### src/rtl/gray_updown_counter.sv
// Up/down counter with a registered Gray-code copy of the count, load, wrap/saturate
// limits and terminal-count / wrap-pulse status.
module gray_updown_counter #(
    parameter int unsigned WIDTH = 4,
    parameter bit          WRAP  = 1'b1
) (
    input  logic             clk,
    input  logic             rst_n,
    input  logic             en,
    input  logic             up_dn,
    input  logic             load,
    input  logic [WIDTH-1:0] load_bin,
    output logic [WIDTH-1:0] bin_out,
    output logic [WIDTH-1:0] gray_out,
    output logic             tc,
    output logic             wrap_pulse
);

    localparam logic [WIDTH-1:0] MAX  = {WIDTH{1'b1}};
    localparam logic [WIDTH-1:0] ZERO = '0;
    localparam logic [WIDTH-1:0] ONE  = {{(WIDTH-1){1'b0}}, 1'b1};

    if (WIDTH < 2) begin : g_bad_width
        $error("gray_updown_counter: WIDTH must be >= 2");
    end

    logic [WIDTH-1:0] bin_q, bin_d;
    logic [WIDTH-1:0] gray_q, gray_d;
    logic             wrap_q, wrap_d;

    always_comb begin
        bin_d  = bin_q;
        wrap_d = 1'b0;
        if (load) begin
            bin_d = load_bin;
        end else if (en) begin
            if (up_dn) begin
                if (bin_q == MAX) begin
                    if (WRAP) begin
                        bin_d  = ZERO;
                        wrap_d = 1'b1;
                    end
                end else begin
                    bin_d = bin_q + ONE;
                end
            end else begin
                if (bin_q == ZERO) begin
                    if (WRAP) begin
                        bin_d  = MAX;
                        wrap_d = 1'b1;
                    end
                end else begin
                    bin_d = bin_q - ONE;
                end
            end
        end
        // Gray is encoded from the next binary value so both registers stay coherent.
        gray_d = bin_d ^ (bin_d >> 1);
    end

    always_ff @(posedge clk) begin
        if (!rst_n) begin
            bin_q  <= ZERO;
            gray_q <= ZERO;
            wrap_q <= 1'b0;
        end else begin
            bin_q  <= bin_d;
            gray_q <= gray_d;
            wrap_q <= wrap_d;
        end
    end

    assign bin_out    = bin_q;
    assign gray_out   = gray_q;
    assign wrap_pulse = wrap_q;
    assign tc         = up_dn ? (bin_q == MAX) : (bin_q == ZERO);

endmodule

### config.mk
export PLATFORM = sky130hd
export DESIGN_NAME = gray_updown_counter
export DESIGN_NICKNAME = d
export VERILOG_FILES = /design/src/rtl/gray_updown_counter.sv
export SDC_FILE = /design/constraint.sdc
export NUM_CORES = 1
export LEC_CHECK = 0
export CAP_MARGIN = 30
export CORE_AREA = 2 2 39 41
export CTS_BUF_LIST = sky130_fd_sc_hd__clkbuf_16
export CTS_CLUSTER_DIAMETER = 100
export DETAILED_ROUTE_END_ITERATION = 16
export DIE_AREA = 0 0 41 43
export PLACE_DENSITY = 0.68
export SLEW_MARGIN = 30
export SYNTH_ARGS = -nofsm -noshare
export SYNTH_HDL_FRONTEND = slang
export SYNTH_SLANG_ARGS = --single-unit
### constraint.sdc
create_clock -name clk -period 5.7 [get_ports clk]
set_clock_uncertainty 0.1 [all_clocks]
set_input_delay 1.14 -clock clk [delete_from_list [all_inputs] [get_ports clk]]
set_output_delay 1.14 -clock clk [all_outputs]
set_load 0.02 [all_outputs]
==> results.py <==
metrics = {
    "run_status": {
        "run_status": "finished clean",
    },
    "job": {
        "maxCapViolCount": 0,
    },
    "worst_hold_path": {
        "hold_path.class": "flip-flop to flip-flop",
    },
    "pwr": {
        "ir_drop_mv": 0.3473,
        "seqPwrFrac_pct": 28.4,
        "p_sw_share_pct": 23.03,
        "p_int_uw": 181.8,
        "p_switching_uw": 54.37,
        "p_comb_share_pct": 23.5,
        "p_per_area_nw_per_um2": 316.1,
        "total_power_uw": 236.1,
        "clockPowerShare_pct": 48.2,
        "p_leak_uw": 0.0003034,
    },
    "clocking": {
        "cts.clk_slew.worst_paths_ns": 0.03,
        "cts_resized": 0,
        "clk_latency_ns": 0.23,
        "cts_tree": "yes",
        "clock-root-buffer": "clkbuf_16",
        "post-cts-setup-buffer-count": 0,
        "cts_sinks": 8,
        "hold_buffers": 0,
        "clockBufferDepth": 2,
        "htree_levels": 1,
        "cts_inserted_buffers": 3,
    },
    "die": {
        "std_cell_rows": 14,
        "core_um2": 1384,
        "dieArea_um2": 1763,
        "top_level_ports": 19,
        "initial_core_util_pct": 34.63,
        "die_x_um": 41,
        "die_h_um": 43,
    },
    "global_routing": {
        "grt_max_degree": 10,
        "track_usage_pct": 14.29,
        "grt-ovfl-total": 0,
        "met1_usage_pct": 16.83,
        "grt_pass1_vias": 389,
        "met3_usage_pct": 6.283,
        "antenna_found_initial": 0,
        "globalRoute.busiestLayer": "met2",
        "grt_pass1_wl_um": 1683,
        "use_met2_pct": 23.44,
    },
    "worst_setup_path": {
        "startpoint": "up_dn",
        "r2r-start": "bin_out[0]",
        "reg2regPathDepth": 6,
        "start_kind": "input pin",
        "crit_fanout": 6,
        "max_stage_delay_ns": 0.60,
        "critical_path.endpoint_type": "primary output",
        "critPathRequiredTime_ns": 4.46,
        "crit_top_cell": "clkdlybuf4s50_1",
        "path_class": "input pin to primary output",
        "crit_arrival_ns": 2.82,
        "cp_cell_sequence": "clkdlybuf4s50_1, nor4b_1, nand2b_1, clkdlybuf4s50_1",
        "r2r_slack_ns": 3.65,
        "crit_end": "tc",
        "cp_slowest_cell": "clkdlybuf4s50_1",
        "timing.rr.end": "gray_out[2]",
    },
    "timing": {
        "holdWs_ns": 0.7166,
        "drv_slew": 0,
        "slew-limit-headroom_pct": 70.76,
        "tns_ns": 0,
        "hold_viol_final": 0,
        "setup_viol": 0,
        "finalCritPeriodShare_pct": 71.26,
        "rsz0062_at_grt": "false",
        "fmax_mhz": 246.2,
        "fin_crit_ns": 4.062,
        "worst_pin_slew_ns": 0.4340,
    },
    "cells_and_area": {
        "fin_util_pct": 53.98,
        "num-fill-cells": 138,
        "area_growth_syn_to_layout_pct": 55.87,
        "nets": 86,
        "antenna_cells": 0,
        "final_area_um2": 747.0,
        "final_layout_size_suffix_gt1_share_pct": 6.849,
    },
    "placed_design": {
        "dp.final_hpwl_um": 813.6,
        "place_congestion": 0.7587,
        "dpl-instance-area_um2": 671.9,
        "portBuffers": 18,
    },
    "synth": {
        "synth_cell_types": 27,
        "synthCells": 53,
        "synth_seq_cells": 8,
        "synth.avg_cell_area_um2": 9.042,
        "synth_fp_nets": 64,
        "yosysWarnings": 0,
        "syn_area_um2": 479.2,
        "yosysSeqAreaShare_pct": 33.42,
    },
    "routing": {
        "antenna_left": 0,
        "vias": 447,
        "viasPerCell": 5.022,
        "wl_per_cell_um": 12.18,
        "drt_iter0_drc": 13,
        "postRouteWirelength_um": 1084,
        "drtPass1Iterations": 4,
        "drc": 0,
    },
}
==> cell type report <==
type / instances / area, um^2 / share of cell area [%]
Multi-Input combinational cell: 39 / 292.8 / 39.20
Timing Repair Buffer: 18 / 180.2 / 24.12
Sequential cell: 8 / 160.2 / 21.44
Clock buffer: 3 / 75.07 / 10.05
Tap cell: 16 / 20.02 / 2.680
Inverter: 5 / 18.77 / 2.513
==> through the flow <==
stage | setup WS, ns | std cells
6_report | 1.638 | 89
4_1_cts | 1.655 | 89
2_1_floorplan | 2.782 | 53
3_5_place_dp | 1.654 | 86
3_3_place_gp | 1.725 | 86
5_1_grt | 1.499 | 89
==> cell usage after synthesis, drive strengths merged <==
cell type  n  area (um^2)
buf        1        7.510
o21a       1        7.510
and4       1        8.760
nand2      2        7.510
inv        5        18.77
a21o       1        7.510
nor4b      1        8.760
xor2       2        17.52
a211o      1        8.760
o311a      1        10.01
o32a       1        10.01
o211ai     2        15.01
nand4      2        12.51
a2bb2oi    1        8.760
ha         2        25.02
nor2b      2        12.51
nor2       1        3.750
nand2b     3        18.77
a21oi      2        10.01
or4b       1        10.01
dfxtp      8        160.2
xnor2      2        17.52
mux2       2        26.27
o21ai      1        5.000
nand3      2        10.01
and2       5        31.28
==> cells by family after synthesis <==
group	after synthesis	synth area share, %
flops	8	33.42
compound gates	11	17.23
xor+xnor	4	7.312
simple gates	20	25.85
mux	2	5.482
buf+inv	6	5.484
fa+ha+maj	2	5.221
==> how the worst min path moves through the flow <==
stage,startpoint,end,cells after the start,slack (ns)
floorplan,bin_out[0],bin_out[0],3,0.74
global placement,bin_out[2],wrap_pulse,3,0.71
detailed placement,bin_out[2],wrap_pulse,3,0.71
CTS,bin_out[2],wrap_pulse,3,0.71
global route,bin_out[2],wrap_pulse,3,0.79
finish,bin_out[0],bin_out[0],3,0.72
==> critical path, delay by kind of cell <==
kind	cells	cell delay (ns)
buffers and inverters	2	1.12
AND/OR/NAND/NOR	2	0.55
==> flip-flops by register name, summed over array words and instances (netlist names) <==
name / cells
wrap_pulse: 1
gray_out: 3
bin_out: 4
==> per-layer routing <==
metal,up-vias,wire length [um]
met1,203,449
met5,-,0
li1,227,-
met2,17,550
met4,0,0
met3,0,83
==> power groups by stage <==
stage	sequential [uW]	clock [uW]	combinational (uW)
2_1_floorplan	73.5	0	25.3
3_3_place_gp	67.8	0	54.5
3_5_place_dp	68.0	0	54.8
4_1_cts	67.0	116	55.6
5_1_grt	68.0	119	59.8
6_report	67.0	114	55.4
==> placed cells by master, fill, tap and decap left out <==
cell / instances
a211o_1: 1
ha_1: 2
xnor2_1: 2
nor2b_1: 2
or4b_1: 1
dfxtp_1: 8
o311a_1: 1
a21o_1: 1
and4_1: 1
clkdlybuf4s50_1: 18
nand4_1: 2
nand2_1: 2
xor2_1: 2
a2bb2oi_1: 1
clkbuf_16: 3
a21oi_1: 2
mux2_4: 1
nand3_1: 2
nor2_1: 1
mux2_2: 1
and2_1: 5
o21a_1: 1
nand2b_1: 3
inv_1: 5
o211ai_1: 2
o32a_1: 1
nor4b_1: 1
o21ai_0: 1
Power figures use the tool's default switching activity.
